===== config.mk =====
export PLATFORM = sky130hd
export DESIGN_NAME = mlaccel_spi_sync
export DESIGN_NICKNAME = d
export VERILOG_FILES = /design/src/rtl/mlaccel_spi_pkg.sv /design/src/rtl/mlaccel_spi_sync_in.sv /design/src/rtl/mlaccel_spi_sync.sv
export SDC_FILE = /design/constraint.sdc
export NUM_CORES = 1
export LEC_CHECK = 0
export ABC_AREA = 1
export BUFFER_PORTS_ARGS = -buffer_cell sky130_fd_sc_hd__buf_2
export CAP_MARGIN = 25
export CORE_ASPECT_RATIO = 2
export CORE_MARGIN = 2
export CORE_UTILIZATION = 54
export DETAILED_ROUTE_END_ITERATION = 16
export GPL_TIMING_DRIVEN = 0
export PLACE_DENSITY = 0.73
export SYNTH_ARGS = -nofsm -noshare
export SYNTH_HDL_FRONTEND = slang
export SYNTH_SLANG_ARGS = --single-unit

===== constraint.sdc =====
create_clock -name clock -period 1.9 [get_ports clock]
set_clock_uncertainty 0.1 [all_clocks]
set_input_delay 0.095 -clock clock [delete_from_list [all_inputs] [get_ports clock]]
set_output_delay 0.095 -clock clock [all_outputs]
set_load 0.02 [all_outputs]

===== src/rtl/mlaccel_spi_pkg.sv =====
// rtl/mlaccel_spi_pkg.sv - shared types and constants for the SPI slave front end
package mlaccel_spi_pkg;

  typedef enum logic {IDLE, ACTIVE} state_t;

  localparam int BYTE_W = 8;

  // {CPOL, CPHA}; CPOL also fixes the idle level the SCK synchroniser resets to
  localparam logic [1:0] SPI_MODE0 = 2'b00;

  function automatic int edges_per_byte(input int lanes);
    return BYTE_W / lanes;
  endfunction

endpackage


===== src/rtl/mlaccel_spi_sync_in.sv =====
// rtl/mlaccel_spi_sync_in.sv - multi-flop input synchroniser with optional single-cycle edge pulses
module mlaccel_spi_sync_in #(
  parameter int               WIDTH     = 1,
  parameter int               STAGES    = 2,
  parameter bit               EDGE_DET  = 1'b1,
  parameter logic [WIDTH-1:0] RESET_VAL = '0
) (
  input  logic             clock,
  input  logic             reset,
  input  logic [WIDTH-1:0] raw,
  output logic [WIDTH-1:0] synced,
  output logic             rise,
  output logic             fall
);

  logic [WIDTH-1:0] stage [STAGES];

  always_ff @(posedge clock) begin
    if (reset) begin
      for (int i = 0; i < STAGES; i++) stage[i] <= RESET_VAL;
    end else begin
      stage[0] <= raw;
      for (int i = 1; i < STAGES; i++) stage[i] <= stage[i-1];
    end
  end

  assign synced = stage[STAGES-1];

  generate
    if (EDGE_DET) begin : g_edge
      logic prev;
      always_ff @(posedge clock) begin
        if (reset) prev <= RESET_VAL[0];
        else       prev <= synced[0];
      end
      assign rise = synced[0] & ~prev;
      assign fall = ~synced[0] & prev;
    end else begin : g_no_edge
      assign rise = 1'b0;
      assign fall = 1'b0;
    end
  endgenerate

endmodule


===== src/rtl/mlaccel_spi_sync.sv =====
// rtl/mlaccel_spi_sync.sv - oversampled mode-0 SPI slave (1/2/4 lanes) with din/dout handshakes
module mlaccel_spi_sync
  import mlaccel_spi_pkg::*;
#(
  parameter int         LANES       = 1,
  parameter int         SYNC_STAGES = 2,
  parameter logic [7:0] IDLE_BYTE   = 8'h00
) (
  input  logic             clock,
  input  logic             reset,
  input  logic             spi_csb,
  input  logic             spi_clk,
  input  logic [LANES-1:0] spi_mosi,
  output logic [LANES-1:0] spi_miso,
  output logic [LANES-1:0] spi_oe,
  output logic             spi_rdy,
  output logic             spi_err,
  output logic             active,
  output logic             din_valid,
  input  logic             din_ready,
  output logic             din_start,
  output logic [7:0]       din_data,
  input  logic             dout_valid,
  output logic             dout_ready,
  input  logic [7:0]       dout_data
);

  localparam logic [2:0] LAST_CNT = 3'((edges_per_byte(LANES) - 1) * LANES);

  state_t           state, state_nxt;
  logic             sck_lvl_unused, sck_rise, sck_fall;
  logic             csb_lvl_unused, csb_rise, csb_fall;
  logic [LANES-1:0] mosi_s;
  logic             mosi_rise_unused, mosi_fall_unused;
  logic [2:0]       bit_cnt;
  logic [7:0]       rx_sr, tx_sr, hold, rx_shift, tx_load;
  logic             hold_full, start_flag, byte_done, boundary;

  mlaccel_spi_sync_in #(.WIDTH(1), .STAGES(SYNC_STAGES), .EDGE_DET(1'b1), .RESET_VAL(SPI_MODE0[1]))
    u_sck (.clock(clock), .reset(reset), .raw(spi_clk), .synced(sck_lvl_unused),
           .rise(sck_rise), .fall(sck_fall));

  mlaccel_spi_sync_in #(.WIDTH(1), .STAGES(SYNC_STAGES), .EDGE_DET(1'b1), .RESET_VAL(1'b1))
    u_csb (.clock(clock), .reset(reset), .raw(spi_csb), .synced(csb_lvl_unused),
           .rise(csb_rise), .fall(csb_fall));

  mlaccel_spi_sync_in #(.WIDTH(LANES), .STAGES(SYNC_STAGES), .EDGE_DET(1'b0), .RESET_VAL({LANES{1'b0}}))
    u_mosi (.clock(clock), .reset(reset), .raw(spi_mosi), .synced(mosi_s),
            .rise(mosi_rise_unused), .fall(mosi_fall_unused));

  always_ff @(posedge clock) begin
    if (reset) state <= IDLE;
    else       state <= state_nxt;
  end

  always_comb begin
    state_nxt = state;
    case (state)
      IDLE:    if (csb_fall) state_nxt = ACTIVE;
      ACTIVE:  if (csb_rise) state_nxt = IDLE;
      default: state_nxt = IDLE;
    endcase
  end

  assign rx_shift  = {rx_sr[BYTE_W-LANES-1:0], mosi_s};
  assign tx_load   = hold_full ? hold : IDLE_BYTE;
  assign byte_done = (bit_cnt == LAST_CNT);
  assign boundary  = (bit_cnt == 3'd0);

  assign active     = (state == ACTIVE);
  assign spi_miso   = tx_sr[BYTE_W-1 -: LANES];
  assign dout_ready = !hold_full && !reset;
  assign spi_rdy    = active && !din_valid && hold_full;

  always_ff @(posedge clock) begin
    if (reset) begin
      bit_cnt    <= '0;
      rx_sr      <= '0;
      tx_sr      <= IDLE_BYTE;
      hold       <= '0;
      hold_full  <= 1'b0;
      start_flag <= 1'b0;
      spi_oe     <= '0;
      spi_err    <= 1'b0;
      din_valid  <= 1'b0;
      din_start  <= 1'b0;
      din_data   <= '0;
    end else begin
      if (din_valid && din_ready) din_valid <= 1'b0;
      // A reload in the same cycle as an accept sees the empty register; the new byte waits
      if (dout_valid && dout_ready) begin
        hold      <= dout_data;
        hold_full <= 1'b1;
      end
      if (csb_fall) begin
        bit_cnt    <= '0;
        start_flag <= 1'b1;
        spi_err    <= 1'b0;
        spi_oe     <= '1;
        tx_sr      <= tx_load;
        if (hold_full) hold_full <= 1'b0;
      end else if (state == ACTIVE) begin
        if (csb_rise) begin
          bit_cnt <= '0;
          spi_oe  <= '0;
        end else begin
          if (sck_rise) begin
            rx_sr   <= rx_shift;
            bit_cnt <= byte_done ? 3'd0 : bit_cnt + 3'(LANES);
            if (byte_done) begin
              if (!din_valid) begin
                din_data  <= rx_shift;
                din_start <= start_flag;
                din_valid <= 1'b1;
              end else begin
                spi_err <= 1'b1;
              end
              start_flag <= 1'b0;
            end
          end
          if (sck_fall) begin
            if (boundary) begin
              tx_sr <= tx_load;
              if (hold_full) hold_full <= 1'b0;
              else           spi_err   <= 1'b1;
            end else begin
              tx_sr <= {tx_sr[BYTE_W-LANES-1:0], {LANES{1'b0}}};
            end
          end
        end
      end
    end
  end

endmodule


==> summary.md, run 1 <==
| Metric | Value |
|---|---|
| Status | complete, no violations |
| Fmax | roughly 590 MHz |
| Count of TritonRoute iterations in the first routing pass | 4 |
| Crit path to | din_data[2] |
| Min cycle time layout | roughly 1700 ps |
| Final Util | between 60% and 70% |
| Net Count, Synth | 324 |
| Initial antenna violation count | 0 |
| Routed wire length | around 4.6 mm |
| First-pass GRT wire length | a little under 8 mm |
| # diodes | 0 |
| Clk slew on worst S/H paths | 90 ps |
| Overflow after GRT | 0 |
| Post-Syn Area per Cell | ~7.1 sq um |
| Yosys warns | 0 |
| Setup slack, reg-to-reg | about 210 ps |
| Die Width | about 50 microns |
| Detailed-route DRC error count | 0 |
| CTS root buf | clkbuf_8 |
| Number of CTS-inserted buffers | 5 |
| H-tree depth | 2 |
| Placed Area | 0.00236 sq mm |
| Pwr/cell area | around 770 mW/mm^2 |
| Vias after detailed routing | between 1.5k and 2k |
| Nets | about 370 |
| Synth area leaders | dfxtp_1 (46%), nand2_1 (14%), nor2_1 (11%) |
| HP Start | reset |
| Area Overhead vs Synth | 20.9% |
| Part of the cycle the worst path needs | 88.8% |
| Combinational Power Share | roughly 9.0% |
| Core Area | around 0.0038 sq mm |
| Worst setup path start | u_csb.stage[0][1] |
| Vias in the first global route | 1,858 |
| CP Launch Type | flip-flop |
| Yosys cell types | 21 |
| Power share of the sequential group | 53.7% |
| Path depth of the worst reg2reg path | 9 |
| Hold Vio Cnt, Final | 0 |
| Syn Std Cell Area | approximately 0.0022 sq mm |
| Crit-path max FO | 10 |
| Cell Int Power | around 1500 uW |
| GPL Wtd Cong | around 0.84 |
| Most frequent cells in the layout | nand2_1 (80), nor2_1 (64), dfxtp_1 (49), buf_2 (31), inv_1 (30) |
| Clk Latency, worst-skew pair | around 310 ps |
| Mapped Cells | 303 |
| Psw | approximately 490 uW |
| Initial DRC count | 32 |
| Post-route ant nets | 0 |
| Port bufs | 30 |
| CTS tree | done |
| Yosys top cell area share | between 40% and 50% |
| Critical Path RT | about 2000 ps |
| Sw Ratio | 24.1% |
| Final setup viols | 0 |
| Largest net degree at the start of global routing | 17 |
| Total power | about 2000 uW |
| Crit path kind | reg -> reg |
| RSZ-0062 raised after global routing | no |
| Relative slew slack | 66.9% |
| Final Cell Area | approximately 0.0026 sq mm |
| RR Startpoint | u_csb.stage[0][1] |
| Vias/cell | approximately 4.8 |
| Initial Utilization | 56.0% |
| Slew Limit Fails | 0 |
| Die area | approximately 0.0045 sq mm |
| Max VDD drop | between 0.8 and 0.9 mV |
| Crit. End Element | flip-flop |
| Row count | 32 |
| Inst Count DP | approximately 380 |
| Clock power frac | between 30% and 40% |
| Total clock sinks | slightly below 50 |
| Clock tree buffer depth | 2 |
| Yosys top cell by area | dfxtp_1 |
| Setup TNS Final | 0 ps |
| Leak | ~0.0012 uW |
| HPWL after DPL | around 3.5 mm |
| Die Height | just over 90 microns |
| Gr usage total | around 22% |
| Worst slew pin tran | roughly 490 ps |
| Commonest non-fill, non-tap cell in the layout | nand2_1 |
| Min-delay worst type | in -> reg |
| Max Cap Viol | 0 |
| Worst path arrival time | between 1500 and 2000 ps |
| Average wire per standard cell | 11.5 microns |
| Fin cells | ~400 |
| Post-synthesis sequential area ratio | approximately 46% |
| Yosys reg bits | approximately 50 |
| Ports | 31 |
| Layout cell share with drive strength beyond 1 | about 15% |
| RR Endpoint | din_data[2] |
## power by group through the flow
stage | clock network, uW | logic [uW] | registers [uW]
3_3_place_gp | 0 | 159 | 1100
2_1_floorplan | 0 | 110 | 1100
4_1_cts | 766 | 182 | 1080
6_report | 752 | 181 | 1080
5_1_grt | 807 | 202 | 1090
3_5_place_dp | 0 | 162 | 1110
## worst min path at each step
| stage | end | slack [ps] | cells after the start |
|---|---|---|---|
| CTS | hold[1] | 40 | 4 |
| detailed placement | u_csb.stage[0][0] | 180 | 2 |
| finish | hold[5] | 60 | 4 |
| global placement | u_csb.stage[0][0] | 180 | 2 |
| floorplan | u_csb.stage[0][0] | 100 | 1 |
| global route | hold[2] | 70 | 4 |
## worst max-delay path, stage by stage (launching register included)
cell,delay (ps)
dfxtp_1,350
inv_1,60
ha_1,290
nor2_1,160
nand2_1,140
nor2_8,200
buf_6,160
nand2_1,50
nand2_1,50
nor2_1,40
## per-stage QoR
step | hold WS, ps | setup slack (ps)
2_1_floorplan | 98.8 | 373
3_3_place_gp | 177 | 210
3_5_place_dp | 182 | 187
4_1_cts | 44.9 | 179
5_1_grt | 69.4 | 37.6
6_report | 58.4 | 213
## logic make-up after synthesis
kind of cell / share of synthesized area [%]
compound gates: 5.35
fa+ha+maj: 3.49
buf+inv: 7.39
flops: 45.6
simple gates: 38.2
## flip-flops by register name, summed over array words and instances (netlist names), 2 cells and up
register,flops
din_data,8
u_csb.stage,2
rx_sr,7
bit_cnt,3
tx_sr,8
u_mosi.stage,2
hold,8
u_sck.stage,2
## final cells by class
cell class                 count  area [sq um]
fill                         368          1240
multi-input combinational    214          1010
sequential                    49           981
timing repair buffer          42           270
inverter                      32           120
clock buffer                   5          68.8
tap                           51          63.8
clock inverter                 3          46.3
buffer                         8          38.8
## metal layers
layer / part of all wire, % / up-vias / track usage (%) / wire (microns)
met5: 0 / - / 0 / 0
met4: 3.0 / 0 / 13.8 / 138
met3: 2.5 / 11 / 3.51 / 115
met2: 55 / 37 / 43.2 / 2540
met1: 40 / 855 / 21.4 / 1840
li1: - / 1030 / - / -
## Yosys cell counts
master	number
nor2_4	1
nand2_4	1
inv_2	1
nand3_1	22
o21ai_0	9
buf_2	1
inv_1	30
nand2_2	3
o21ai_1	1
nor2_8	2
nand3b_1	8
dfxtp_1	49
a21oi_1	13
nor2_1	64
clkbuf_1	6
buf_6	1
clkinv_1	1
nor3_2	1
nand2_1	80
ha_1	6
or2_2	3
## what timing repair did
item / 4_1_cts / 5_1_grt
resized for setup: 0 / 0
hold buffers: 12 / 0
setup buffers: 0 / 0
hold endpoints to repair: 12 / 0
(Power assumes the default switching activity.)
==> run 2, diff against run 1 <==
--- a/config.mk
+++ b/config.mk
@@ -13,6 +13,7 @@
 export CORE_UTILIZATION = 54
 export DETAILED_ROUTE_END_ITERATION = 16
 export GPL_TIMING_DRIVEN = 0
+export HOLD_SLACK_MARGIN = 0.08
 export PLACE_DENSITY = 0.73
 export SYNTH_ARGS = -nofsm -noshare
 export SYNTH_HDL_FRONTEND = slang
==> run 2 against run 1 <==
Register-to-register slack about the same. Sequential share of layout area fell by 0.99 points. First-iteration DRC count up 9.4%. Critical endpoint is now hold[7]. Largest cell class unchanged. Highest routed layer unchanged.
==> summary.md, run 2 (synthesis gave the netlist of run 1 again) <==
| Metric | Value |
|---|---|
| RSZ-0062 raised after global routing | no |
| Layout cell share with drive strength beyond 1 | between 10% and 20% |
| H-tree depth | 2 |
| HPWL after DPL | roughly 3.5 mm |
| Routed wire length | 4.72 mm |
| Total clock sinks | 49 |
| Clock tree buffer depth | 2 |
| Detailed-route DRC error count | 0 |
| CTS root buf | clkbuf_8 |
| Relative slew slack | approximately 67% |
| Fillers | between 300 and 400 |
| Die Height | 93.3 microns |
| Clk slew on worst S/H paths | roughly 90 ps |
| Min cycle time layout | 1700 ps |
| Initial DRC count | 35 |
| Die Width | between 40 and 50 microns |
| Multi-input gate area | 0.00101 sq mm |
| Slowest CP cell | dlygate4sd3_1 |
| Total power | a little over 2000 uW |
| CP Launch Type | flip-flop |
| Area Overhead vs Synth | 24.1% |
| Initial Utilization | between 50 and 60% |
| First-pass GRT wire length | 8.02 mm |
| Crit-path max FO | 8 |
| Vias in the first global route | 1,908 |
| Number of CTS-inserted buffers | 5 |
| Worst path arrival time | 1840 ps |
| Post-route ant nets | 0 |
| Port bufs | 30 |
| Sequential Area | just under 0.001 sq mm |
| Nets | between 300 and 400 |
| Max VDD drop | 0.795 mV |
| Post-cts gate resize count | 0 |
| Row count | 32 |
| Hold Vio Cnt, Final | 0 |
| Crit path kind | reg -> reg |
| Ports | 31 |
| Core Area | 0.00384 sq mm |
| Setup TNS Final | 0 ps |
| Commonest non-fill, non-tap cell in the layout | nand2_1 |
| CTS tree | done |
| Fmax | about 590 MHz |
| CP peak stage delay | about 570 ps |
| Largest net degree at the start of global routing | 17 |
| Vias after detailed routing | roughly 2k |
| Inst Count DP | about 380 |
| Part of the cycle the worst path needs | 89.6% |
| Critical Path RT | a little over 2000 ps |
| Final setup viols | 0 |
| GPL Wtd Cong | ~0.84 |
| Max Cap Viol | 0 |
| Min-delay worst type | in -> reg |
| Overflow after GRT | 0 |
| Critical-path cell list | nor3_2, nand2_1, dlygate4sd3_1, o21ai_0 |
| Count of TritonRoute iterations in the first routing pass | 6 |
| Top flop regs | din_data: 8 flops, hold: 8 flops, tx_sr: 8 flops |
| # diodes | 0 |
| Worst slew pin tran | about 490 ps |
| Die area | approximately 0.0045 sq mm |
| Setup slack, reg-to-reg | approximately 200 ps |
| Initial antenna violation count | 0 |
| Leak | 0.00119 uW |
| Slew Limit Fails | 0 |
| Crit. End Element | flip-flop |
| Pwr/cell area | roughly 760 mW/mm^2 |
| Gr usage total | approximately 23% |
| Clk Latency, worst-skew pair | around 310 ps |
| Average wire per standard cell | approximately 11 microns |
| Status | complete, no violations |
| Vias/cell | around 4.8 |
| Most frequent cells in the layout | nand2_1 (80), nor2_1 (64), dfxtp_1 (49), buf_2 (31), inv_1 (30) |
| Fin cells | a little over 400 |
==> run 2: changes by cell type in the layout (fill, tap and decap cells not counted) <==
cell | previous run | this run
dlygate4sd3_1 | 12 | 19
==> run 2: worst paths after layout <==
path	to	start	depth (start not counted)
hold / removal	hold[2]	reset	4
setup reg to reg	hold[7]	hold_full	4
setup / recovery	hold[7]	hold_full	4
hold reg to reg	u_sck.stage[0][1]	u_sck.stage[0][0]	2
==> run 2: worst max-delay path: cells and delay by family, from the launching register on <==
family | cells | cell delay [ps]
AOI/OAI and AO/OA | 1 | 70
and+or+nand+nor | 2 | 540
buffers and inverters | 1 | 570
DFF | 1 | 350
==> run 2: timing repair <==
action,4_1_cts,5_1_grt
setup endpoints to repair,0,0
endpoints found under the hold margin,12,0
hold buffers,19,0
buffers inserted,0,0
==> run 2: where the power goes <==
part / total, uW / switching, uW / internal (uW)
sequential: 1080 / 20.0 / 1060
clock: 753 / 359 / 394
combinational: 190 / 110 / 80.3
total: 2030 / 489 / 1540
==> run 2: area by class of cell <==
type                       instances  area share, %
multi-input combinational        214           37.9
sequential                        49           36.7
timing repair buffer              49           12.7
inverter                          32           4.50
clock buffer                       5           2.58
tap                               51           2.39
clock inverter                     3           1.73
buffer                             8           1.45
==> run 2: through the flow <==
step           setup WS [ps]  hold WS (ps)  utilization, %  area, sq um
3_3_place_gp             210           177            61.5         2360
3_5_place_dp             187           182            61.5         2360
5_1_grt                 48.6           212            69.5         2670
4_1_cts                  179           177            69.5         2670
6_report                 198           186            69.5         2670
2_1_floorplan            373          98.8               -         2150
==> run 2: metal layers <==
layer | part of all wire, % | global-route usage [%] | up-vias | routed length, microns
li1 | - | - | 1044 | -
met1 | 38 | 22.2 | 888 | 1800
met2 | 55 | 44.4 | 43 | 2610
met3 | 2.8 | 3.51 | 13 | 134
met4 | 3.6 | 14.3 | 0 | 170
met5 | 0 | 0 | - | 0
